**src/rtl/im_fetch_arbiter.sv**
```systemverilog
// im_fetch_arbiter
//   Round-robin arbiter sharing one single-port, synchronous-read instruction
//   memory among NUM_C core fetch units. At most one read issues per cycle.
//   Each read carries its owner id down a two-stage valid/id pipeline so the
//   returned word is steered back to that core with a one-cycle rvalid pulse.
//
// Ports
//   clk, rst        clock; synchronous active-high reset
//   req[NUM_C]      per-core fetch request
//   addr            per-core fetch address, core k at [k*AW +: AW]
//   grant[NUM_C]    pulse: core k's request was issued to memory
//   rvalid[NUM_C]   pulse: rdata slice k holds core k's instruction
//   rdata           per-core returned word, core k at [k*DW +: DW] (held)
//   mem_en/mem_addr memory read request
//   mem_rdata       memory read data, one cycle after mem_en/mem_addr sampled

`ifndef NUM_C
`define NUM_C 4
`endif

module im_fetch_arbiter #(
  parameter int NUM_C = `NUM_C,
  parameter int AW    = 16,
  parameter int DW    = 16
) (
  input  logic                clk,
  input  logic                rst,
  input  logic [NUM_C-1:0]    req,
  input  logic [NUM_C*AW-1:0] addr,
  output logic [NUM_C-1:0]    grant,
  output logic [NUM_C-1:0]    rvalid,
  output logic [NUM_C*DW-1:0] rdata,
  output logic                mem_en,
  output logic [AW-1:0]       mem_addr,
  input  logic [DW-1:0]       mem_rdata
);

  localparam int PW = (NUM_C > 1) ? $clog2(NUM_C) : 1;

  logic [PW-1:0]         ptr_q;
  logic [NUM_C-1:0]      pend_q, grant_q, rvalid_q;
  logic                  mem_en_q;
  logic [AW-1:0]         mem_addr_q;
  logic [NUM_C*DW-1:0]   rdata_q;
  // [0]: issued this cycle (memory samples next edge), [1]: data on mem_rdata
  logic [1:0]            vld_pipe_q;
  logic [1:0][PW-1:0]    id_pipe_q;

  logic [NUM_C-1:0]      elig, gnt_d, clr;
  logic                  found;
  logic [PW-1:0]         win, ptr_d;

  // Scan eligible cores starting at the pointer, wrapping modulo NUM_C.
  always_comb begin
    int idx;
    idx   = 0;
    elig  = req & ~pend_q;
    found = 1'b0;
    win   = '0;
    for (int i = 0; i < NUM_C; i++) begin
      idx = int'(ptr_q) + i;
      if (idx >= NUM_C) idx = idx - NUM_C;
      if (!found && elig[idx]) begin
        found = 1'b1;
        win   = PW'(idx);
      end
    end
  end

  always_comb begin
    ptr_d = (int'(win) == NUM_C - 1) ? '0 : win + PW'(1);
    gnt_d = found ? (NUM_C'(1) << win) : '0;
    clr   = vld_pipe_q[1] ? (NUM_C'(1) << id_pipe_q[1]) : '0;
  end

  always_ff @(posedge clk) begin
    if (rst) begin
      ptr_q      <= '0;
      pend_q     <= '0;
      grant_q    <= '0;
      rvalid_q   <= '0;
      mem_en_q   <= 1'b0;
      mem_addr_q <= '0;
      rdata_q    <= '0;
      vld_pipe_q <= '0;
      id_pipe_q  <= '0;
    end else begin
      grant_q    <= gnt_d;
      mem_en_q   <= found;
      if (found) begin
        mem_addr_q <= addr[int'(win)*AW +: AW];
        ptr_q      <= ptr_d;
      end
      vld_pipe_q <= {vld_pipe_q[0], found};
      id_pipe_q  <= {id_pipe_q[0], win};
      rvalid_q   <= clr;
      if (vld_pipe_q[1]) rdata_q[int'(id_pipe_q[1])*DW +: DW] <= mem_rdata;
      // Returning core is still pending this edge, so it cannot be regranted
      // until the next one; a set and clear never hit the same core.
      pend_q     <= (pend_q & ~clr) | gnt_d;
    end
  end

  assign grant    = grant_q;
  assign rvalid   = rvalid_q;
  assign rdata    = rdata_q;
  assign mem_en   = mem_en_q;
  assign mem_addr = mem_addr_q;

endmodule

```
**config.mk**
```make
export PLATFORM = sky130hd
export DESIGN_NAME = im_fetch_arbiter
export DESIGN_NICKNAME = d
export VERILOG_FILES = /design/src/rtl/im_fetch_arbiter.sv
export SDC_FILE = /design/constraint.sdc
export NUM_CORES = 1
export LEC_CHECK = 0
export ABC_CLOCK_PERIOD_IN_PS = 2100
export CAP_MARGIN = 5
export CORE_ASPECT_RATIO = 1.4
export CORE_MARGIN = 2
export CORE_UTILIZATION = 28
export CTS_CLUSTER_DIAMETER = 200
export DETAILED_ROUTE_END_ITERATION = 8
export PLACE_DENSITY_LB_ADDON = 0.3
export RECOVER_POWER = 25
export SLEW_MARGIN = 10
export SYNTH_ARGS = -nofsm -noshare
export SYNTH_HDL_FRONTEND = slang
export SYNTH_SLANG_ARGS = --single-unit
```
**constraint.sdc**
```tcl
create_clock -name clk -period 2.1 [get_ports clk]
set_input_delay 0.315 -clock clk [delete_from_list [all_inputs] [get_ports clk]]
set_output_delay 0.315 -clock clk [all_outputs]
set_load 0.03 [all_outputs]
```
==> Yosys cells after proc, flatten, opt, wreduce, memory -nomap -nowiden <==
Index checks and enable logic that the tools add are counted.
W data, S select, Z words.
{ "op_classes": {"shift": 5, "n_lt_le_gt_ge": 8, "muxes": 28, "n_reduce_logical": 6, "n_eq_ne": 1, "n_addsub": 9, "n_bitwise": 5} }
{ "ops": {"columns": ["operator", "count"], "rows": [
  ["$lt A32 B4 Y1 const B", 4],
  ["$mux W32", 4],
  ["$bwmux W64", 1],
  ["$shift A16 B33 Y64 const A", 1],
  ["$shiftx A16 B33 Y64", 1],
  ["$shiftx A64 B7 Y16", 1],
  ["$neg A6 Y33", 1],
  ["$mux W1", 12],
  ["$sub A3 B3 Y4 const B", 3],
  ["$mux W2", 5],
  ["$ge A3 B3 Y1 const B", 3],
  ["$and A4 B4 Y4", 2],
  ["$bmux W1 S2", 4],
  ["$mux W4", 2],
  ["$not A4 Y4", 2],
  ["$shl A1 B2 Y4 const A", 2],
  ["$add A2 B2 Y3 const B", 2],
  ["$or A4 B4 Y4", 1],
  ["$sub A2 B3 Y4 const B", 1],
  ["$add A2 B1 Y3 const B", 1],
  ["$ge A2 B3 Y1 const B", 1],
  ["$logic_and A1 B1 Y1", 3],
  ["$logic_not A1 Y1", 3],
  ["$add A2 B1 Y2 const B", 1],
  ["$eq A2 B1 Y1 const B", 1]
]} }
{ "word_totals": {"output_inout_bits": 89, "reg_bits": 101, "elab_cells": 72} }

==> Longest topological paths before layout <==
Gate-level depths: netlist (run 1).
{ "logic_depth": {"word_depth": 18, "depth_mapped": 8, "depth_no_buf": 7} }

==> Worst setup path before layout (run 1) <==
No wires, ideal clock.
{ "synth_path": {"path_kind": "register to register", "from": "register ptr_q[0]", "to": "register ptr_q[0]", "arrival_time_ns": 2.112, "stages_incl_launch_ff": 9, "required_time_ns": 2.029, "path_slack_ns": -0.082, "path_cell_list": "dfxtp_1 -> or3b_1 -> a21oi_1 -> nor2_1 -> buf_2 -> buf_2 -> ha_1 -> or3_2 -> a21oi_1"} }
{ "synth_via": {"elab_chain_cells": 17, "word_cells_on_any_way": 44, "classes_between": "add/sub: 8; order compare: 4; eq/ne: 1; mux: 25; reduce/logical: 6"} }
{ "synth_rtl": {"columns": ["item", "line", "source"], "rows": [
  ["start: declaration", "40", "logic [PW-1:0] ptr_q;"],
  ["start signal: assignment", "92", "ptr_q <= ptr_d;"],
  ["branches (longest 17 deep; another with $sub A3 B3 Y4)", null, null]
]} }
Several ways; the timed one is not identified. The select of a mux whose other input is x is not followed.
A chain may end at the register's enable or synchronous reset.

==> Worst setup path after layout (run 1) <==
{ "layout_path": {"from": "register ptr_q[0]", "to": "register pend_q[0]"} }
{ "layout_via": {"elab_chain_cells": 18, "word_cells_on_any_way": 44, "classes_between": "add/sub: 7; order compare: 4; shift: 1; mux: 25; bitwise: 1; reduce/logical: 6"} }
{ "layout_rtl": {"columns": ["item", "line", "source"], "rows": [
  ["branches (longest 16 deep; another with $sub A3 B3 Y4)", null, null],
  ["$mux W4 (*)", "72", "gnt_d = found ? (NUM_C'(1) << win) : '0;"],
  ["$or A4 B4 Y4 (*)", "100", "pend_q <= (pend_q & ~clr) | gnt_d;"],
  ["end signal: assignment", "100", null],
  ["end: declaration", "41", "logic [NUM_C-1:0] pend_q, grant_q, rvalid_q;"]
]} }
Every way passes the cells marked *. The select of a mux whose other input is x is not followed.

==> impl_metrics.toml, run 1 <==
[critical_path]
path_class = "flip-flop to flip-flop"
critPathLaunchType = "flip-flop"
worstPathRequired_ns = 2.36
end_kind = "flip-flop"
r2r-start = "ptr_q[0]"
crit_start = "ptr_q[0]"
cp_max_fo = 4
arrival_ns = 2.27
rrSetupSlack_ns = 0.09

[cells_and_area]
fin_util = 0.4678
fin_nets = 670
final_cells = 768
synthToLayoutAreaGrowth_pct = 63.62
diodes = 0
drive_gt1_frac = 0.1304

[timing]
fmaxAchievable_mhz = 498.3
min_period_ns = 2.007
worstMarginPinSlew_ns = 1.311
setup_violations = 0
finalHoldViolCount = 0
rsz0062_at_grt = "false"
period_share = 0.9556
max_slew_margin = 0.1260
maxSlewViolCount = 0
fin_skew_ns = 0.007154

[detailed_routing]
vias_per_cell = 4.884
drt_iter0_markers = 108
drc = 0
wl_met3_um = 837
wl_met2_um = 6603
route.top_layer_used = "met4"
drtPass1Iterations = 5
wl_met1_um = 4887
final_antenna_net_count = 0
wirelength_um = 12510
vias = 3751
route.detailed.wl_per_inst_um = 16.29

[synthesis]
ys_seq_area_frac = 0.5057
synth_area_um2 = 3959
synth.distinct_cells = 34
ys_seq_elements = 100
async_flop_share = 0
yosys.area_share.simple = 0.1602
synthXorXnorAreaFrac = 0
synth_fa_ha_area_frac = 0.01896
synth_top_area_share = 0.5057
synth_ff_type = "dfxtp_1"
synth.avg_cell_area_um2 = 10.18
synth_nets = 481
yosysTopAreaCell = "dfxtp_1"
netlist_instances = 389
synth_top_family_by_area = "compound AO/OA/AOI/OAI gates"
synth_mux_area_frac = 0.08344
synth.area.top_cells = "dfxtp_1 51%, a22oi_1 12%, mux2i_1 8.3%"
synth_compound_area_frac = 0.1909
ys_warn_count = 0
synth_edf_count = 0

[power_and_ir_drop]
p_per_area_nw_per_um2 = 1041
peakVddDrop_v = 0.0007145
leakagePower_nw = 2.507

[worst_hold_path]
hp-start = "rst"
min_path_type = "input pin to flip-flop"

[die]
rows = 51
initial_core_util = 0.2859
core_um2 = 13850
io_pins = 175
die_h_um = 144.7
die_area_um2 = 15120
die_w_um = 104.5

[cts]
cts_setup_buffers = 0
clk_latency_ns = 0.33
htreeDepth = 3
cts_buffer_depth = 2
cts_resized = 0
cts_buffers = 9
ctsRootBufferMaster = "clkbuf_16"
cts_sinks = 100
clk_pin_slew_ns = 0.07
cts_hold_buf = 0
cts_tree = "done"

[grt]
grt_pass1_wl_um = 19490
overflow = 0
grt_max_degree = 41
antenna_found_initial = 0
grt_usage = 0.1634
first_global_vias = 3890

[place]
io_buffers = 174
dp_cells = 752
dp_hpwl_um = 9632
place.gp.congestion = 0.8209

[status]
outcome = "finished, final reports clean"

[run]
cap_violations = 0
flip-flops by register name, indices dropped and copies added (netlist names):
name        flops
ptr_q           2
grant           4
rdata          64
pend_q          4
mem_addr       16
rvalid          4
vld_pipe_q      2
id_pipe_q       4
logic make-up (layout without fill, tap and decap cells):
family | Yosys count | count (layout)
AO/OA/AOI/OAI | 90 | 90
AND/OR/NAND/NOR | 126 | 126
buffers and inverters | 34 | 228
flip-flops | 100 | 100
adder cells (fa/ha/maj) | 6 | 6
multiplexers | 33 | 33
area by class of cell:
| type | count | area [um2] |
|---|---|---|
| clock buffer | 11 | 252.7 |
| clock inverter | 5 | 83.83 |
| fill | 1324 | 7370 |
| inverter | 4 | 15.01 |
| multi-input combinational | 255 | 1858 |
| sequential | 100 | 2003 |
| tap | 185 | 231.5 |
| timing repair buffer | 208 | 2033 |
cell usage after synthesis, drive strengths merged (4+ instances only):
cell type and count:
nand2 10, inv 4, nor4 4, a22oi 65, nor2b 7, clkbuf 22, nor2 74, a21oi 5
ha 6, mux2i 33, nand3b 17, dfxtp 100, o221ai 16, buf 8
worst max-delay path, cell delays in order (launching register included):
cell and delay (ns):
dfxtp_1 0.35, or3b_4 0.41, nor2b_4 0.13, a32oi_2 0.19, inv_2 0.08, buf_4 0.14
or3_2 0.46, a21oi_1 0.17
final timing paths:
path	end	cells past startpoint
max	pend_q[0]	7
min	id_pipe_q[1]	2
max reg2reg	pend_q[0]	7
min reg2reg	id_pipe_q[2]	1
through the flow:
stage               worst slack [ns]  hold slack (ns)  total power [mW]  area (um2)  setup TNS (ns)
floorplan                    0.01185           0.4138             3.882        3973               0
global placement             -0.3295           0.4354             4.925        6133          -4.700
detailed placement           -0.3587           0.4279             4.973        6133          -5.907
CTS                        0.0004667           0.2582             6.826        6470               0
global route                 0.01664           0.4188             7.077        6477               0
finish                       0.09330           0.4098             6.745        6477               0
where the power goes:
| group | switching [mW] | internal, mW | leakage, nW |
|---|---|---|---|
| sequential | 0.167 | 2.17 | 0.814 |
| combinational | 1.33 | 1.25 | 1.54 |
| clock | 0.713 | 1.11 | 0.158 |
layer usage:
metal,vias to the layer above,GRT usage
li1,1799,-
met1,1784,0.1674
met2,157,0.3065
met3,11,0.04478
met4,0,0.07966
met5,-,0
cells in the final DEF (no fill, tap or decap), types with 2 or more instances in the layout:
cell,Yosys,layout
clkdlybuf4s50_1,0,135
nand2_1,10,10
a22oi_1,65,65
nor2_1,74,73
nor2b_1,6,6
mux2i_1,33,33
nand2b_1,3,3
or3_2,2,2
o221ai_1,6,6
nand3b_1,17,17
bufinv_16,0,2
dlygate4sd3_1,0,37
inv_1,3,3
a21oi_1,5,3
buf_12,1,4
clkbuf_16,0,9
dfxtp_1,100,99
buf_4,1,26
clkbuf_1,22,3
clkinvlp_4,0,2
nor4_1,4,3
nor4b_4,0,2
ha_1,6,5
o221ai_2,10,10
clkbuf_8,0,2
Power figures use the tool's default switching activity.
==> run 2: changes to the inputs <==
CORE_UTILIZATION = 35   (was 28)
TNS_END_PERCENT = 1   (was not set)
==> impl_metrics.toml, run 2 (synthesis gave the netlist of run 1 again) <==
[detailed_routing]
drtPass1Iterations = 5
vias_per_cell = 5.061
drc = 0
wirelength_um = 11530
final_antenna_net_count = 0
route.detailed.wl_per_inst_um = 15.95
vias = 3659
drt_iter0_markers = 118

[place]
dp_hpwl_um = 8534
place.gp.congestion = 0.8437
io_buffers = 174
place_area_um2 = 6027

[critical_path]
path_class = "input pin to flip-flop"
end_kind = "flip-flop"
rrSetupSlack_ns = 0.14
r2r_cells = 7
cp_max_fo = 4
worstPathRequired_ns = 2.37
reg2reg_to = "pend_q[0]"
r2r-start = "ptr_q[0]"
crit_path_end = "pend_q[0]"
crit_start = "req[0]"
arrival_ns = 2.30
critPathLaunchType = "input pin"

[cts]
clk_latency_ns = 0.33
cts_setup_buffers = 0
cts_sinks = 100
ctsRootBufferMaster = "clkbuf_16"
cts_buffer_depth = 2
cts_buffers = 9
htreeDepth = 3
cts_tree = "done"
clk_pin_slew_ns = 0.07

[cells_and_area]
fin_nets = 666
layout_common_cells = "173 x clkdlybuf4s50_1, 99 x dfxtp_1, 73 x nor2_1"
largest_register_ffs = 64
drive_gt1_frac = 0.1330
diodes = 0
layout_commonest_cell = "clkdlybuf4s50_1"
final_cell_area_um2 = 6359
synthToLayoutAreaGrowth_pct = 60.62

[grt]
overflow = 0
use_met1 = 0.2051
use_met3 = 0.03811
first_global_vias = 3704
grt_max_degree = 60
met2_usage = 0.3546
grt_busiest_layer = "met2"
grt_pass1_wl_um = 17910
grt_usage = 0.1860
antenna_found_initial = 0

[die]
io_pins = 175
rows = 46
core_um2 = 11170
die_w_um = 93.89
die_area_um2 = 12190
die_h_um = 129.8
initial_core_util = 0.3545

[power_and_ir_drop]
peakVddDrop_v = 0.0005912
p_total_mw = 6.543
leakagePower_nw = 2.340
p_per_area_nw_per_um2 = 1029

[run]
cap_violations = 0

[worst_hold_path]
min_path_type = "input pin to flip-flop"

[timing]
fmaxAchievable_mhz = 492.0
min_period_ns = 2.033
setup_violations = 0
finalHoldViolCount = 0
worstMarginPinSlew_ns = 0.6038
rsz0062_at_grt = "true"
fin_skew_ns = 0.007494
max_slew_margin = 0.5965
maxSlewViolCount = 0
period_share = 0.9679

[status]
outcome = "finished, final reports clean"
## run 2: layout make-up
| class | instances | area (um2) |
|---|---|---|
| Fill cell | 979 | 4807 |
| Sequential cell | 100 | 2003 |
| Timing Repair Buffer | 204 | 1987 |
| Multi-Input combinational cell | 255 | 1873 |
| Clock buffer | 10 | 229.0 |
| Tap cell | 144 | 180.2 |
| Clock inverter | 6 | 71.32 |
| Inverter | 4 | 15.01 |
## run 2: critical path, cell delays in order
cell and delay [ns]:
clkdlybuf4s50_1 0.47, or3b_4 0.38, nor2b_4 0.13, a32oi_2 0.18
inv_2 0.07, buf_4 0.14, or3_2 0.48, a21oi_2 0.14
## run 2: metal layers
layer  vias up  wire length [um]
met1      1727              4373
met3         2               719
li1       1785                 -
met5         -                 0
met4         0                40
met2       145              6399
## run 2: through the flow
stage	hold WS, ns	utilization	setup slack [ns]	setup TNS, ns	instances
finish	0.3962	0.5695	0.06735	0	723
global placement	0.4208	0.5398	-0.2956	-4.209	707
CTS	0.3816	0.5667	0.01269	0	723
global route	0.4047	0.5695	-0.001423	-0.001423	723
floorplan	0.4138	-	0.01185	0	389
detailed placement	0.4266	0.5398	-0.3435	-4.955	707
## run 2: worst min path at each step
stage / startpoint / slack [ns] / to / depth (start not counted)
floorplan: id_pipe_q[0] / 0.41 / id_pipe_q[2] / 1
global placement: id_pipe_q[1] / 0.42 / id_pipe_q[3] / 1
detailed placement: id_pipe_q[0] / 0.43 / id_pipe_q[2] / 1
CTS: rst / 0.38 / ptr_q[1] / 2
global route: rst / 0.40 / ptr_q[0] / 2
finish: rst / 0.40 / ptr_q[1] / 2
## run 2: power by group
group          switching [mW]  internal [mW]
sequential              0.173           2.17
combinational            1.31           1.24
clock                   0.706          0.935
## run 2: what timing repair did
| item | 4_1_cts | 5_1_grt |
|---|---|---|
| gates resized for setup | 0 | 8 |
| hold buffers | 0 | 0 |
| setup endpoints to repair | 0 | 6 |
==> run 3: changes to the inputs <==
CORE_MARGIN = 5   (was 2)
==> impl_metrics.toml, run 3 (synthesis gave the netlist of run 1 again) <==
[status]
outcome = "finished, final reports clean"

[place]
place_area_um2 = 5984
io_buffers = 174
dp_hpwl_um = 8870
place.gp.congestion = 0.8852

[cells_and_area]
fin_util = 0.5630
regArea_um2 = 2003
final_cell_area_um2 = 6319
layout_commonest_cell = "clkdlybuf4s50_1"
layout_common_cells = "173 x clkdlybuf4s50_1, 99 x dfxtp_1, 73 x nor2_1"
fill_cells = 1007
multiInputGateArea_um2 = 1858
largest_register_ffs = 64
diodes = 0
fin_nets = 661
drive_gt1_frac = 0.1220
synthToLayoutAreaGrowth_pct = 59.61

[grt]
grt_pass1_wl_um = 18930
antenna_found_initial = 0
first_global_vias = 3822
grt_max_degree = 82
overflow = 0
grt_usage = 0.1753

[cts]
cts_sinks = 100
clk_pin_slew_ns = 0.07
ctsRootBufferMaster = "clkbuf_16"
cts_setup_buffers = 0
cts_tree = "done"
cts_buffers = 9
htreeDepth = 3
clk_latency_ns = 0.34
cts_buffer_depth = 2

[detailed_routing]
drtPass1Iterations = 4
wl_met2_um = 6203
vias = 3705
route.detailed.wl_per_inst_um = 16.77
drt_iter0_markers = 129
vias_per_cell = 5.160
final_antenna_net_count = 0
wl_met1_um = 4608
drc = 0
wirelength_um = 12040
route.top_layer_used = "met4"
wl_met3_um = 1034

[power_and_ir_drop]
internal_power_mw = 4.335
p_clk_frac = 0.253
leakagePower_nw = 2.313
combPwrFrac = 0.385
p_per_area_nw_per_um2 = 1029
peakVddDrop_v = 0.0006388
switching_share = 0.3331
p_total_mw = 6.501
seqPwrFrac = 0.361
p_switching_mw = 2.166

[critical_path]
critPathLaunchType = "input pin"
cp_max_fo = 12
arrival_ns = 2.32
end_kind = "flip-flop"
rrSetupSlack_ns = 0.13
path_class = "input pin to flip-flop"
worstPathRequired_ns = 2.37

[die]
initial_core_util = 0.3527
rows = 46
die_h_um = 135.8
die_area_um2 = 13570
core_um2 = 11220
io_pins = 175
die_w_um = 99.89

[timing]
maxSlewViolCount = 0
rsz0062_at_grt = "true"
period_share = 0.9736
setup_violations = 0
worstMarginPinSlew_ns = 0.5775
fin_skew_ns = 0.007500
max_slew_margin = 0.6141
fmaxAchievable_mhz = 489.1
finalHoldViolCount = 0
min_period_ns = 2.045

[worst_hold_path]
min_path_type = "input pin to flip-flop"

[run]
cap_violations = 0
-- run 3: cell count changes in the layout (fill, tap and decap cells not counted), sizes merged --
| cell | delta |
|---|---|
| buf | -5 |
| clkbuf | +3 |
| inv | -2 |
| clkinvlp | -1 |
-- run 3: path summary, 6_finish.rpt --
| path | start | end | depth (start not counted) |
|---|---|---|---|
| worst max register to register | ptr_q[0] | pend_q[0] | 7 |
| worst max-delay path | req[0] | pend_q[0] | 8 |
| worst min register to register | id_pipe_q[1] | id_pipe_q[3] | 1 |
| worst min-delay path | rst | grant[3] | 2 |
-- run 3: cell type report --
| cell class | count | area share |
|---|---|---|
| repair buffers | 199 | 0.3111 |
| well taps | 144 | 0.02851 |
| clock buffers | 13 | 0.03960 |
| multi-input cells | 255 | 0.2941 |
| clock inverters | 3 | 0.007327 |
| inverters | 4 | 0.002376 |
| flip-flops and latches | 100 | 0.3170 |
-- run 3: timing repair --
action	in CTS	in global routing
endpoints found under the setup margin	0	15
gates resized for setup	0	9
hold buffers	0	0
endpoints found under the hold margin	0	0
-- run 3: through the flow --
step	hold slack, ns	setup slack (ns)	TNS [ns]	cells
6_report	0.3788	0.05539	0	718
5_1_grt	0.3983	-0.007208	-0.01601	718
4_1_cts	0.3699	0.01187	0	718
3_5_place_dp	0.4223	-0.3562	-5.150	702
3_3_place_gp	0.4220	-0.2993	-4.190	702
2_1_floorplan	0.4138	0.01185	0	389
-- run 3: routing by layer --
metal,global-route usage,vias to the layer above
li1,-,1771
met1,0.1904,1759
met2,0.3192,161
met3,0.05082,14
met4,0.06378,0
met5,0,-
-- run 3: power groups by stage --
stage	Clock, mW	Combinational [mW]	Sequential, mW
6_report	1.65	2.51	2.35
5_1_grt	1.75	2.68	2.39
4_1_cts	1.67	2.46	2.34
3_5_place_dp	0	2.46	2.38
3_3_place_gp	0	2.42	2.38
2_1_floorplan	0	1.13	2.75
-- run 3: critical path, stage by stage --
cell and delay, ns:
clkdlybuf4s50_1 0.47, or3b_4 0.38, buf_4 0.15, a21oi_4 0.17, nor2_4 0.06, buf_4 0.19, or3_2 0.46, a21oi_2 0.12
